--- src/rtl/core_mem_arbiter_pkg.sv ---
// Shared types for the core-side RAM port arbiter: requester ids and arbiter states.
package core_mem_arbiter_pkg;

    localparam int NumReq = 2;

    typedef enum logic {
        REQ_I = 1'b0,
        REQ_D = 1'b1
    } req_id_e;

    typedef enum logic {
        ARB_RR   = 1'b0,
        ARB_LOCK = 1'b1
    } arb_state_e;

endpackage

--- src/rtl/core_mem_arbiter_rr.sv ---
// Two-way round-robin selector with a data-side lock; purely combinational,
// the last-granted pointer is owned by the parent.
module rr_arbiter2
    import core_mem_arbiter_pkg::*;
(
    input  logic [NumReq-1:0] req,
    input  req_id_e           last,
    input  logic              lock,
    output logic [NumReq-1:0] sel
);

    always_comb begin
        // NOTE: default every combinational output first so no path infers a latch.
        sel = '0;
        if (lock) begin
            sel[REQ_D] = req[REQ_D];
        end else if (&req) begin
            if (last == REQ_I) sel[REQ_D] = 1'b1;
            else               sel[REQ_I] = 1'b1;
        end else begin
            sel = req;
        end
    end

endmodule

--- src/rtl/core_mem_arbiter.sv ---
// Shares the core-side RAM port between instruction fetch and load/store, steers
// 1-cycle read data back to the issuer and counts contention cycles.
module core_mem_arbiter
    import core_mem_arbiter_pkg::*;
#(
    parameter int AddrWidth  = 32,
    parameter int DataWidth  = 32,
    parameter int ByteLength = 8,
    parameter int CntWidth   = 32
) (
    input  logic                            core_clk_i,
    input  logic                            rstn_i,

    input  logic [AddrWidth-1:0]            i_addr_i,
    input  logic                            i_rden_i,
    output logic                            i_gnt_o,
    output logic [DataWidth-1:0]            i_rdata_o,
    output logic                            i_rvalid_o,

    input  logic [AddrWidth-1:0]            d_addr_i,
    input  logic                            d_wren_i,
    input  logic [DataWidth-1:0]            d_wdata_i,
    input  logic [DataWidth/ByteLength-1:0] d_wmask_i,
    input  logic                            d_rden_i,
    input  logic                            d_lock_i,
    output logic                            d_gnt_o,
    output logic [DataWidth-1:0]            d_rdata_o,
    output logic                            d_rvalid_o,

    output logic [AddrWidth-1:0]            m_addr_o,
    output logic                            m_wren_o,
    output logic [DataWidth-1:0]            m_wdata_o,
    output logic [DataWidth/ByteLength-1:0] m_wmask_o,
    output logic                            m_rden_o,
    input  logic [DataWidth-1:0]            m_rdata_i,
    input  logic                            m_hit_i,

    output logic [CntWidth-1:0]             conflict_cnt_o
);

    arb_state_e          state_q, state_d;
    req_id_e             last_q;
    req_id_e             rsel_q;
    logic                rpend_q;
    logic [CntWidth-1:0] cnt_q;

    logic [NumReq-1:0]   req;
    logic [NumReq-1:0]   arb_sel;
    logic [NumReq-1:0]   sel;
    logic                d_read_gnt;

    assign req[REQ_I] = i_rden_i;
    assign req[REQ_D] = d_rden_i | d_wren_i;

    rr_arbiter2 u_rr (
        .req  (req),
        .last (last_q),
        .lock (state_q == ARB_LOCK),
        .sel  (arb_sel)
    );

    // Reset also masks the combinational path so nothing reaches the RAM while held.
    assign sel = rstn_i ? arb_sel : '0;

    assign i_gnt_o    = sel[REQ_I] & m_hit_i;
    assign d_gnt_o    = sel[REQ_D] & m_hit_i;
    assign d_read_gnt = d_gnt_o & d_rden_i & ~d_wren_i;

    always_comb begin
        m_addr_o  = '0;
        m_wren_o  = 1'b0;
        m_wdata_o = '0;
        m_wmask_o = '0;
        m_rden_o  = 1'b0;
        if (sel[REQ_D]) begin
            // A store wins over a simultaneous (illegal) load on the RAM port.
            m_addr_o  = d_addr_i;
            m_wren_o  = d_wren_i;
            m_wdata_o = d_wdata_i;
            m_wmask_o = d_wren_i ? d_wmask_i : '0;
            m_rden_o  = d_rden_i & ~d_wren_i;
        end else if (sel[REQ_I]) begin
            m_addr_o  = i_addr_i;
            m_rden_o  = i_rden_i;
        end
    end

    always_comb begin
        state_d = state_q;
        unique case (state_q)
            ARB_RR:   if (d_gnt_o &&  d_lock_i) state_d = ARB_LOCK;
            ARB_LOCK: if (d_gnt_o && !d_lock_i) state_d = ARB_RR;
            default:  state_d = ARB_RR;
        endcase
    end

    always_ff @(posedge core_clk_i or negedge rstn_i) begin
        // NOTE: registered state uses non-blocking assignments so every flop samples pre-edge values.
        if (!rstn_i) begin
            state_q <= ARB_RR;
            last_q  <= REQ_I;
            rsel_q  <= REQ_I;
            rpend_q <= 1'b0;
            cnt_q   <= '0;
        end else begin
            state_q <= state_d;
            if (i_gnt_o)      last_q <= REQ_I;
            else if (d_gnt_o) last_q <= REQ_D;

            rpend_q <= i_gnt_o | d_read_gnt;
            if (i_gnt_o)         rsel_q <= REQ_I;
            else if (d_read_gnt) rsel_q <= REQ_D;

            if (req[REQ_I] && req[REQ_D] && (cnt_q != '1)) cnt_q <= cnt_q + 1'b1;
        end
    end

    assign i_rdata_o      = m_rdata_i;
    assign d_rdata_o      = m_rdata_i;
    assign i_rvalid_o     = rpend_q && (rsel_q == REQ_I);
    assign d_rvalid_o     = rpend_q && (rsel_q == REQ_D);
    assign conflict_cnt_o = cnt_q;

    no_d_read_and_write: assert property (
        @(posedge core_clk_i) disable iff (!rstn_i) !(d_rden_i && d_wren_i));

    grants_onehot: assert property (
        @(posedge core_clk_i) disable iff (!rstn_i) !(i_gnt_o && d_gnt_o));

endmodule
--- config.mk ---
export PLATFORM = sky130hd
export DESIGN_NAME = core_mem_arbiter
export DESIGN_NICKNAME = d
export VERILOG_FILES = /design/src/rtl/core_mem_arbiter_pkg.sv /design/src/rtl/core_mem_arbiter_rr.sv /design/src/rtl/core_mem_arbiter.sv
export SDC_FILE = /design/constraint.sdc
export NUM_CORES = 1
export LEC_CHECK = 0
export ABC_AREA = 1
export BUFFER_PORTS_ARGS = -buffer_cell sky130_fd_sc_hd__buf_2
export CAP_MARGIN = 20
export CORE_AREA = 2 2 121 123
export DETAILED_ROUTE_END_ITERATION = 10
export DIE_AREA = 0 0 123 125
export GPL_ROUTABILITY_DRIVEN = 0
export GPL_TIMING_DRIVEN = 0
export HOLD_SLACK_MARGIN = 0.12
export PLACE_DENSITY_LB_ADDON = 0.08
export RECOVER_POWER = 100
export SKIP_LAST_GASP = 1
export SLEW_MARGIN = 20
export SYNTH_ARGS = -nofsm -noshare
export SYNTH_HDL_FRONTEND = slang
export SYNTH_SLANG_ARGS = --single-unit
export TNS_END_PERCENT = 20
--- constraint.sdc ---
create_clock -name core_clk_i -period 2.12 [get_ports core_clk_i]
set_input_delay 0.212 -clock core_clk_i [delete_from_list [all_inputs] [get_ports core_clk_i]]
set_output_delay 0.212 -clock core_clk_i [all_outputs]
set_load 0.005 [all_outputs]
==> Word level (Yosys, flattened, before mapping) <==
Cells that the tools add are included.
{ "classes": {"n_addsub": 1, "eq_ne": 1, "mux": 21, "n_bitwise": 10, "n_reduce_logical": 10} }
{ "ops": {"columns": ["cell", "n"], "rows": [
  ["32-bit two-way mux", 3],
  ["32-bit by 1-bit adder with 32-bit output, second input constant", 1],
  ["32-bit != test, second input constant", 1],
  ["1-bit two-way mux", 13],
  ["4-bit two-way mux", 2],
  ["1-bit logical AND", 6],
  ["1-bit bitwise AND", 5],
  ["2-bit two-way mux", 2],
  ["2-bit nonzero test", 2],
  ["1-bit inverter", 3],
  ["1-bit OR", 2],
  ["1-bit case mux with 2 select lines", 1],
  ["2-bit AND reduction", 1],
  ["1-bit logical NOT", 1]
]} }
{ "word_totals": {"ff_bits": 36, "in_bits": 139, "output_inout_bits": 170} }

==> Depth between registers and ports, before layout <==
Gate-level depths: netlist of the first run.
{ "depth": {"word_depth": 10, "mapped_depth": 11, "depth_no_buf": 10} }

==> Modules after synthesis <==
Synthesis of the first run repeated with hierarchy kept, for this count alone.
{ "unflattened": {"cells_unflattened": 623, "area_unflattened_um2": 3671.0} }
{ "by_module_without_submodules": {"columns": ["module", "instances", "cells_each", "area_per_inst_um2", "seq_area_each_um2"], "rows": [
  ["core_mem_arbiter", 1, 615, 3633.5, 900.9],
  ["rr_arbiter2", 1, 8, 37.5, 0.0]
]} }

==> Worst setup path before layout of the first run <==
No wires, ideal clock.
{ "synth_path": {"path_kind": "reg-to-reg", "from": "register cnt_q[0], in the netlist conflict_cnt_o[0]", "to": "register cnt_q[17], in the netlist conflict_cnt_o[17]", "setup_ns": 0.116, "arrival_ns": 1.538, "setup_slack_ns": 0.465, "stages_incl_launch_ff": 12, "path_buffers": 1, "path_cell_list": "dfrtp_1 ha_1 inv_2 nor2_4 nand2_4 nor2_4 nand2_2 nand2_4 inv_4 buf_6 nand2_1 nand2_1"} }
{ "synth_between": {"elab_chain_len": 2} }
{ "synth_rtl": {"columns": ["item", "line", "rtl"], "rows": [
  ["start, declared", "core_mem_arbiter.sv:45", "logic [CntWidth-1:0] cnt_q;"],
  ["start signal, assigned", "core_mem_arbiter.sv:114", "if (req[REQ_I] && req[REQ_D] && (cnt_q != '1)) cnt_q <= cnt_q + 1'b1;"],
  ["branches (longest 2 deep; another with 32-bit by 1-bit adder with 32-bit output)", null, null]
]} }
Several ways; the timed one is not identified.
A chain may end at the register's enable or synchronous reset.

==> Worst setup path in the final report of the first run <==
{ "layout_path": {"from": "register cnt_q[0], in the netlist conflict_cnt_o[0]", "to": "register cnt_q[29], in the netlist conflict_cnt_o[29]"} }
The elaborated chain is that of the path after synthesis.

==> flow_summary.rst, run 1 <==
.. list-table::
   :header-rows: 1

   * - Metric
     - Value
   * - Number of buffers added for setup after CTS
     - 0
   * - Final Skew
     - 0.00493 ns
   * - Die Height
     - 125 um
   * - Total power of the final layout
     - 0.00238 W
   * - Antenna violations before repair
     - 0
   * - Pin slew with the least headroom to its limit
     - 0.980 ns
   * - Layout fillers
     - 1676
   * - Syn Inst Count
     - 625
   * - Total congestion overflow
     - 0
   * - Cell with the largest stage delay on the worst path
     - dfrtp_1
   * - Vias in the first global route
     - 4079
   * - H-Tree Level Count
     - 2
   * - Number of I/O pins
     - 309
   * - Power density cells
     - 454 nW/um2
   * - Total clock buffers created by CTS
     - 5
   * - Utilization after layout
     - 36.9%
   * - Post-placement worst setup slack
     - -0.401 ns
   * - Die extent in x
     - 123 um
   * - Nature of the critical path startpoint
     - flip-flop
   * - Mean routed wirelength per cell
     - 13.0 um
   * - Synth Warn #
     - 0
   * - Number of maximum-capacitance constraint violations
     - 0
   * - Final-report setup violation count
     - 0
   * - Number of routed nets with antenna violations
     - 0
   * - Count of input and output buffers
     - 276
   * - Detailed Routing Iterations Pass 1
     - 4
   * - Final worst-path cycle share
     - 90.5%
   * - Distinct cells, synth
     - 23
   * - Critical path capture point type
     - flip-flop
   * - Latest clock arrival within the worst-skew pair
     - 0.28 ns
   * - Initial core utilization
     - 25.0%
   * - Most frequent cells in the layout
     - nand2_1, buf_2, nor2_1
   * - Clock tree root driver cell
     - clkbuf_16
   * - Critical path's top delay family
     - simple AND/OR/NAND/NOR gates
   * - Sequential cell area fraction in the yosys report
     - 25.3%
   * - Outcome
     - finished, final reports clean
   * - Worst-path cell chain
     - ha_1, inv_2, nor2_4, nand2_4, nor2_4, nand2_2, nand2_4, inv_4, buf_6, nand2_1, nand2_1
   * - Core region area
     - 14200 um2
   * - Setup repair after global routing missed its margin
     - false
   * - Final hold vios
     - 0
   * - Number of synthesized register bits
     - 36
   * - Residual DRC count
     - 0
   * - Leakage Power
     - 3.06 nW
   * - Required arrival time at the worst endpoint
     - 2.30 ns
   * - Row count
     - 44
   * - Worst Setup Slack, final
     - 0.201 ns
   * - Synthesized area per cell
     - 5.69 um2
   * - Crit Path Max Fanout
     - 10
   * - Cell count after placement
     - 1085
   * - Mean number of vias per cell
     - 3.99
   * - Number of buffers and inverters on the critical path
     - 3
   * - Most common cell after layout, fill and taps aside
     - nand2_1
   * - Half-perimeter wire length of the detailed placement result
     - 11700 um
   * - Highest ir drop seen on vdd
     - 0.231 mV
   * - Maximum number of pins on one net before global-route repair
     - 37
   * - Largest buffer count on any clock path
     - 2
   * - Dominant cells by area after synthesis
     - nand2_1, dfrtp_1, buf_4, nor2_1, inv_1
   * - Post-route insts no fill
     - 1095
   * - Total Die Area
     - 15400 um2
   * - FMAX
     - 521 MHz
   * - Count of nets after finishing
     - 1050
   * - Clock tree from TritonCTS
     - done
   * - Clock sink total
     - 36
   * - Fraction of post-synthesis cell area in the top cell type by area
     - 30.4%
   * - Post-Syn Nets
     - 765
   * - Overall routed net length
     - 14200 um
   * - Final min period
     - 1.92 ns
   * - Headroom to the max-slew limit
     - 34.7%
   * - Ratio of cells with drive above 1 in the final layout
     - 32.1%
   * - All-layer global routing usage
     - 18.1%
   * - Number of pins with negative max-slew slack in the final report
     - 0
   * - Via total after detailed routing
     - 4364
   * - Library cell with the largest summed area after synthesis
     - nand2_1
   * - Ant. Diodes
     - 0
   * - Global-route wire length before repair
     - 21800 um
   * - Final worst hold slack
     - 0.151 ns
   * - Type of the worst min-delay path
     - in2reg
   * - Signed area change from the synthesized netlist to the final layout
     - 47.3%
   * - Combined area of all synthesized cells
     - 3560 um2
   * - Clock-pin slew on the worst setup and hold paths
     - 0.06 ns
   * - Violation count after the first detailed-routing iteration
     - 200
   * - Worst endpoint data arrival time
     - 2.10 ns
   * - Crit path kind
     - reg2reg
   * - Critical Path Max Stage Delay
     - 0.45 ns
## what timing repair did
action                                  4_1_cts  5_1_grt
hold buffers                                  2        0
gates resized for setup                       2        5
endpoints found under the setup margin       35       30
endpoints found under the hold margin        36        0
## worst reg2reg max path: stages, from the launching register on
cell and delay [ns]:
dfrtp_1 0.45, ha_1 0.27, inv_2 0.06, nor2_4 0.19, nand2_4 0.11, nor2_4 0.13
nand2_2 0.11, nand2_4 0.14, inv_4 0.09, buf_6 0.15, nand2_1 0.07, nand2_1 0.04
## layout make-up
class                           instances  area, um2  share of cell area, %
Clock buffer                            7        143                   2.72
Buffer                                 78        568                   10.8
Inverter                               74        280                   5.35
Tap cell                              184        230                   4.39
Clock inverter                          1       7.51                  0.143
Sequential cell                        36        901                   17.2
Multi-Input combinational cell        437       1810                   34.5
Timing Repair Buffer                  278       1300                   24.9
## worst paths after layout
kind                       cells after the start               from                 end  slack, ns
max in group asynchronous                      3             rstn_i  conflict_cnt_o[23]       0.73
hold reg to reg                                2             last_q              last_q       0.54
min in group asynchronous                      3             rstn_i  conflict_cnt_o[28]       0.76
setup / recovery                              11  conflict_cnt_o[0]  conflict_cnt_o[29]       0.20
hold / removal                                 3           d_lock_i           flip-flop       0.15
setup reg to reg                              11  conflict_cnt_o[0]  conflict_cnt_o[29]       0.20
## cells by family (layout without fill, tap and decap cells)
kind of cell,count (synthesis),in the layout,synth area share (%)
xor gates and xnor gates,13,13,3.20
adders and majority gates,1,1,0.352
AOI/OAI and AO/OA,10,10,1.41
buffers and inverters,152,438,23.8
DFF,36,36,25.3
and+or+nand+nor,413,413,45.9
## registers in the layout (all words and copies together), names as in the netlist, named ones only
name            count
rpend_q             1
last_q              1
rsel_q              1
conflict_cnt_o     32
## through the flow
step	setup TNS [ns]	area, um2
4_1_cts	0	5360
6_report	0	5240
5_1_grt	0	5240
2_1_floorplan	0	3560
3_3_place_gp	-11.10	5170
3_5_place_dp	-11.21	5170
## routing by layer
metal | GRT usage (%) | vias up | wire (um)
li1 | - | 2344 | -
met1 | 23.2 | 1845 | 6240
met2 | 31.8 | 168 | 7020
met3 | 3.15 | 7 | 877
met4 | 3.01 | 0 | 89
met5 | 0 | - | 0
## cell usage after synthesis
cell type    n
nand2_1    288
nor2_1      92
inv_1       71
buf_4       67
dfrtp_1     36
nand3_1     20
o21ai_0      8
xor2_1       7
buf_2        6
xnor2_1      6
clkbuf_1     3
nand4_1      3
a21oi_1      2
buf_6        2
inv_2        2
nand2_2      2
nand2_4      2
nor2_2       2
nor2_4       2
ha_1         1
inv_4        1
nand3_2      1
nand3b_1     1
## power breakdown
group	total, W	switching, W	internal [W]
Clock	0.000773	0.000304	0.000469
Combinational	0.000792	0.000415	0.000377
Sequential	0.000813	0.0000734	0.000740
Total	0.00238	0.000792	0.00159
(Power assumes the default switching activity.)
==> inputs of run 2 (changes only) <==
CORE_AREA = 2 2 119 121   (was 2 2 121 123)
DIE_AREA = 0 0 121 123   (was 0 0 123 125)
PLACE_DENSITY = 0.64   (was unset)
PLACE_DENSITY_LB_ADDON = unset   (was 0.08)
SYNTH_HIERARCHICAL = 1   (was unset)
==> flow_summary.rst, run 2 <==
.. list-table::
   :header-rows: 1

   * - Metric
     - Value
   * - Outcome
     - finished, final reports clean
   * - Row count
     - 43
   * - Final-report setup violation count
     - 0
   * - Count of input and output buffers
     - 276
   * - Fraction of registers with async set or reset after synthesis
     - 100%
   * - Vias in the first global route
     - 4146
   * - Core region area
     - 13600 um2
   * - Headroom to the max-slew limit
     - 37.8%
   * - Total congestion overflow
     - 0
   * - Required arrival time at the worst endpoint
     - 1.91 ns
   * - Half-perimeter wire length of the detailed placement result
     - 11800 um
   * - Multi-input logic area
     - 1800 um2
   * - Worst endpoint data arrival time
     - 1.89 ns
   * - Power density cells
     - 457 nW/um2
   * - Fraction of post-synthesis cell area in the top cell type by area
     - 24.5%
   * - Number of routed nets with antenna violations
     - 0
   * - Total Die Area
     - 14900 um2
   * - Overall routed net length
     - 13800 um
   * - Dominant cells by area after synthesis
     - dfrtp_1, nand2_1, buf_4, inv_1, nor2_1
   * - Number of pins with negative max-slew slack in the final report
     - 0
   * - Total power of the final layout
     - 0.00245 W
   * - FMAX
     - 475 MHz
   * - H-Tree Level Count
     - 2
   * - Violation count after the first detailed-routing iteration
     - 159
   * - Nature of the critical path startpoint
     - flip-flop
   * - Ratio of cells with drive above 1 in the final layout
     - 35.7%
   * - Number of I/O pins
     - 309
   * - Type of the worst min-delay path
     - in2reg
   * - Library cell with the largest summed area after synthesis
     - dfrtp_1
   * - Crit path kind
     - reg2out
   * - Top FF cell, synth
     - dfrtp_1
   * - Clock tree root driver cell
     - clkbuf_16
   * - Most numerous cell in the Yosys netlist
     - nand2_1
   * - Pin slew with the least headroom to its limit
     - 0.933 ns
   * - Setup repair after global routing missed its margin
     - true
   * - Sw Ratio
     - 34.2%
   * - Clock sink total
     - 36
   * - Ant. Diodes
     - 0
   * - Initial core utilization
     - 27.0%
   * - Antenna violations before repair
     - 0
   * - Final min period
     - 2.10 ns
   * - Critical path capture point type
     - primary output
   * - Layout fillers
     - 1563
   * - Highest ir drop seen on vdd
     - 0.316 mV
   * - Commonest cells post-synth
     - nand2_1, inv_1, nor2_1
   * - Crit Path Max Fanout
     - 10
   * - Mean routed wirelength per cell
     - 12.7 um
   * - Reg-to-Reg Start
     - conflict_cnt_o[0]
   * - Reg area
     - 901 um2
   * - Most frequent cells in the layout
     - buf_2, nand2_1, inv_1
   * - Internal power summed over all cells
     - 0.00161 W
   * - Detailed Routing Iterations Pass 1
     - 4
   * - Total clock buffers created by CTS
     - 5
   * - Number of maximum-capacitance constraint violations
     - 0
   * - Clock tree from TritonCTS
     - done
   * - All-layer global routing usage
     - 17.5%
   * - Leakage Power
     - 3.24 nW
   * - Post-route cell area
     - 5350 um2
   * - Largest buffer count on any clock path
     - 2
   * - Utilization after layout
     - 39.3%
   * - Psw
     - 0.000837 W
   * - Maximum number of pins on one net before global-route repair
     - 37
   * - Sequential cell area fraction in the yosys report
     - 24.5%
   * - Latest clock arrival within the worst-skew pair
     - 0.28 ns
   * - Final worst-path cycle share
     - 99.2%
   * - Die Height
     - 123 um
   * - Final Skew
     - 0.00350 ns
   * - Most common cell after layout, fill and taps aside
     - buf_2
   * - Synth Warn #
     - 6
   * - Startpoint of the tightest hold check path
     - d_lock_i
   * - Final worst hold slack
     - 0.158 ns
   * - Power share of the clock group
     - 29.0%
   * - Residual DRC count
     - 0
   * - Signed area change from the synthesized netlist to the final layout
     - 45.8%
   * - Post-Syn Nets
     - 763
   * - Synthesized area per cell
     - 5.89 um2
   * - Number of enable-type register cells in the synthesized netlist
     - 0
   * - Global-route wire length before repair
     - 20500 um
   * - Number of synthesized register bits
     - 36
   * - Distinct cells, synth
     - 28
   * - Clock-pin slew on the worst setup and hold paths
     - 0.06 ns
   * - Share of power burned in registers
     - 33.5%
   * - Syn Inst Count
     - 623
   * - Part of the power in combinational logic
     - 37.5%
   * - Die extent in x
     - 121 um
   * - Post-route insts no fill
     - 1088
   * - Placed instance area
     - 5280 um2
   * - Count of nets after finishing
     - 1048
   * - Final hold vios
     - 0
   * - Combined area of all synthesized cells
     - 3670 um2
   * - Via total after detailed routing
     - 4516
   * - Mean number of vias per cell
     - 4.15
   * - Cell count after placement
     - 1079
   * - Largest register FFs
     - 32
run 2: area by class of cell:
class,instances,area share [%]
inverters,107,7.50
multi-input cells,401,33.6
clock inverters,1,0.0935
plain buffers,79,10.5
clock buffers,6,2.41
repair buffers,278,24.8
well taps,180,4.21
flip-flops and latches,36,16.8
run 2: final timing paths:
| check | endpoint | slack (ns) | cells past startpoint |
|---|---|---|---|
| max | m_addr_o[21] | 0.02 | 8 |
| min | flip-flop | 0.16 | 3 |
| max reg2reg | conflict_cnt_o[26] | 0.04 | 10 |
| min reg2reg | flip-flop | 0.48 | 2 |
| max in group asynchronous | conflict_cnt_o[17] | 0.77 | 3 |
| min in group asynchronous | conflict_cnt_o[13] | 0.76 | 3 |
run 2: what timing repair did:
action	4_1_cts	5_1_grt
gates resized for setup	7	16
setup buffers	0	0
hold buffers	2	0
endpoints found under the hold margin	36	0
setup endpoints to repair	63	60
cloned	0	0
run 2: critical path: stages (launching register included):
cell      delay (ns)
dfrtp_1         0.38
inv_1           0.07
nand2_2         0.05
nor2_2          0.09
nand2_1         0.08
or2_2           0.35
clkbuf_2        0.21
o21ai_0         0.22
buf_2           0.17
run 2: per-stage QoR:
stage          TNS (ns)  setup slack, ns
2_1_floorplan         0            0.621
3_3_place_gp      -7.38           -0.330
3_5_place_dp      -9.87           -0.384
4_1_cts               0          0.00304
5_1_grt           -2.66           -0.103
6_report              0           0.0161
run 2: metal layers:
metal / share of wire (%) / global-route usage (%) / up-vias
met3: 8.2 / 5.07 / 25
li1: - / - / 2347
met1: 39 / 20.5 / 1969
met2: 49 / 30.0 / 175
met5: 0 / 0 / -
met4: 3.4 / 6.90 / 0
run 2: logic make-up (layout without fill, tap and decap cells):
kind of cell	after synthesis	in the layout	synth area share (%)
AND/OR/NAND/NOR	349	349	40.6
buffers and inverters	186	471	26.2
AO/OA/AOI/OAI	38	38	5.18
flip-flops	36	36	24.5
XOR/XNOR	13	13	3.10
adder cells (fa/ha/maj)	1	1	0.341
run 2: power by group through the flow:
stage / sequential (W) / combinational [W] / clock, W
after CTS: 0.000822 / 0.000972 / 0.000724
after detailed placement: 0.000833 / 0.000958 / 0
after global routing: 0.000831 / 0.00104 / 0.000750
final: 0.000820 / 0.000916 / 0.000709
after floorplan: 0.000823 / 0.000473 / 0
after global placement: 0.000831 / 0.000946 / 0
==> inputs of run 3 (changes only) <==
CORE_AREA = 2 2 121 123   (was 2 2 119 121)
DIE_AREA = 0 0 123 125   (was 0 0 121 123)
PLACE_DENSITY = 0.61   (was 0.64)
SYNTH_HIERARCHICAL = unset   (was 1)
==> flow_summary.rst, run 3 (synthesis gave the netlist of run 1 again) <==
.. list-table::
   :header-rows: 1

   * - Metric
     - Value
   * - Vias in the first global route
     - 4141
   * - Final Skew
     - 0.00702 ns
   * - Critical Path Max Stage Delay
     - 0.46 ns
   * - Mean routed wirelength per cell
     - 13.2 um
   * - Total power of the final layout
     - 0.00254 W
   * - Number of maximum-capacitance constraint violations
     - 0
   * - Pin slew with the least headroom to its limit
     - 0.935 ns
   * - Count of nets after finishing
     - 1050
   * - Mean number of vias per cell
     - 4.03
   * - Worst endpoint data arrival time
     - 2.12 ns
   * - Nature of the critical path startpoint
     - flip-flop
   * - Setup repair after global routing missed its margin
     - false
   * - Clock tree from TritonCTS
     - done
   * - Met3 routed WL
     - 818 um
   * - Final worst hold slack
     - 0.171 ns
   * - Latest clock arrival within the worst-skew pair
     - 0.29 ns
   * - Half-perimeter wire length of the detailed placement result
     - 12300 um
   * - Type of the worst min-delay path
     - in2reg
   * - Residual DRC count
     - 0
   * - Final worst-path cycle share
     - 91.2%
   * - Routed length on met2
     - 7500 um
   * - Post-route insts no fill
     - 1095
   * - Overall routed net length
     - 14400 um
   * - Number of buffers added for setup after CTS
     - 0
   * - Crit Path Max Fanout
     - 10
   * - Cell with the largest stage delay on the worst path
     - dfrtp_1
   * - Global-route wire length before repair
     - 21800 um
   * - Number of routed nets with antenna violations
     - 0
   * - Cell count after placement
     - 1085
   * - Highest ir drop seen on vdd
     - 0.236 mV
   * - Largest register FFs
     - 32
   * - Die extent in x
     - 123 um
   * - Count of input and output buffers
     - 276
   * - Crit path kind
     - reg2reg
   * - All-layer global routing usage
     - 18.5%
   * - Ant. Diodes
     - 0
   * - Clock tree root driver cell
     - clkbuf_16
   * - Routed length on met1
     - 5730 um
   * - Most frequent cells in the layout
     - nand2_1, buf_2, nor2_1
   * - Final hold vios
     - 0
   * - Final min period
     - 1.93 ns
   * - H-Tree Level Count
     - 2
   * - Most common cell after layout, fill and taps aside
     - nand2_1
   * - Ratio of cells with drive above 1 in the final layout
     - 32.8%
   * - Headroom to the max-slew limit
     - 37.7%
   * - Signed area change from the synthesized netlist to the final layout
     - 48.2%
   * - Core region area
     - 14200 um2
   * - Antenna violations before repair
     - 5
   * - Final-report setup violation count
     - 0
   * - Required arrival time at the worst endpoint
     - 2.30 ns
   * - Row count
     - 44
   * - Via total after detailed routing
     - 4417
   * - Power density cells
     - 481 nW/um2
   * - Initial core utilization
     - 25.0%
   * - Number of pins with negative max-slew slack in the final report
     - 0
   * - Detailed Routing Iterations Pass 1
     - 4
   * - Outcome
     - finished, final reports clean
   * - Violation count after the first detailed-routing iteration
     - 216
   * - Die Height
     - 125 um
   * - Total clock buffers created by CTS
     - 5
   * - Clock sink total
     - 36
   * - Total Die Area
     - 15400 um2
   * - FMAX
     - 517 MHz
   * - Critical path capture point type
     - flip-flop
   * - Number of I/O pins
     - 309
   * - Highest routed metal layer
     - met4
   * - Maximum number of pins on one net before global-route repair
     - 37
   * - Leakage Power
     - 3.09 nW
   * - Largest buffer count on any clock path
     - 2
   * - Worst-path cell chain
     - ha_1, inv_1, nor2_4, nand2_4, nor2_4, nand2_2, nand2_4, inv_4, buf_4, nand2_1, nand2_1
   * - Total congestion overflow
     - 0
   * - Clock-pin slew on the worst setup and hold paths
     - 0.06 ns
-- run 3: cell types whose count changed in the layout (fill, tap and decap cells not counted), moves of 3 or more --
cell	previous run	this run
and2_1	3	0
clkbuf_4	44	54
nand3b_1	8	1
o21ai_1	4	1
nor3_1	5	0
inv_1	105	72
nand2_1	210	288
buf_2	219	200
o21ai_0	29	7
buf_4	23	14
nor2_1	85	92
nor2_2	6	2
clkbuf_1	58	74
-- run 3: power breakdown --
part | switching (W) | total [W] | leakage [nW] | internal [W]
logic | 0.000420 | 0.000797 | 2.51 | 0.000377
clock network | 0.000301 | 0.000921 | 0.0901 | 0.000620
registers | 0.0000805 | 0.000820 | 0.489 | 0.000740
-- run 3: layout make-up --
cell class | instances | area [um2]
inverters | 74 | 280
repair buffers | 278 | 1300
flip-flops and latches | 36 | 901
clock buffers | 7 | 153
clock inverters | 1 | 30.0
well taps | 184 | 230
plain buffers | 78 | 566
multi-input cells | 437 | 1810
fillers | 1649 | 8930
-- run 3: final timing paths --
| check | start | to | slack [ns] | cells past startpoint |
|---|---|---|---|---|
| setup / recovery | conflict_cnt_o[0] | conflict_cnt_o[9] | 0.19 | 11 |
| max in group asynchronous | rstn_i | conflict_cnt_o[8] | 0.51 | 3 |
| hold reg to reg | last_q | last_q | 0.54 | 2 |
| setup reg to reg | conflict_cnt_o[0] | conflict_cnt_o[9] | 0.19 | 11 |
| hold / removal | d_lock_i | flip-flop | 0.17 | 3 |
| min in group asynchronous | rstn_i | conflict_cnt_o[27] | 1.02 | 3 |
-- run 3: layer usage --
metal,vias up,GRT usage (%)
met2,160,33.6
met1,1886,22.4
met4,0,4.81
met5,-,0
met3,21,2.69
li1,2350,-
-- run 3: what timing repair did --
item / CTS / global route
hold endpoints to repair: 36 / 0
resized for setup: 2 / 5
endpoints found under the setup margin: 48 / 30
hold buffers: 2 / 0
-- run 3: worst max-delay path: cells and delay by family, from the launching register on --
kind / cells / cell delay [ns]
buffers and inverters: 3 / 0.34
AND/OR/NAND/NOR: 7 / 0.78
flip-flops: 1 / 0.46
adder cells (fa/ha/maj): 1 / 0.25
-- run 3: metrics by stage --
stage                     utilization [%]  setup TNS [ns]  cell area (um2)  setup slack [ns]
after floorplan                         -               0             3560             0.465
after global placement               36.4           -8.88             5170            -0.324
after detailed placement             36.4           -9.10             5170            -0.322
after CTS                            37.9               0             5390             0.116
after global routing                 37.1               0             5270           0.00674
final                                37.1               0             5270             0.186
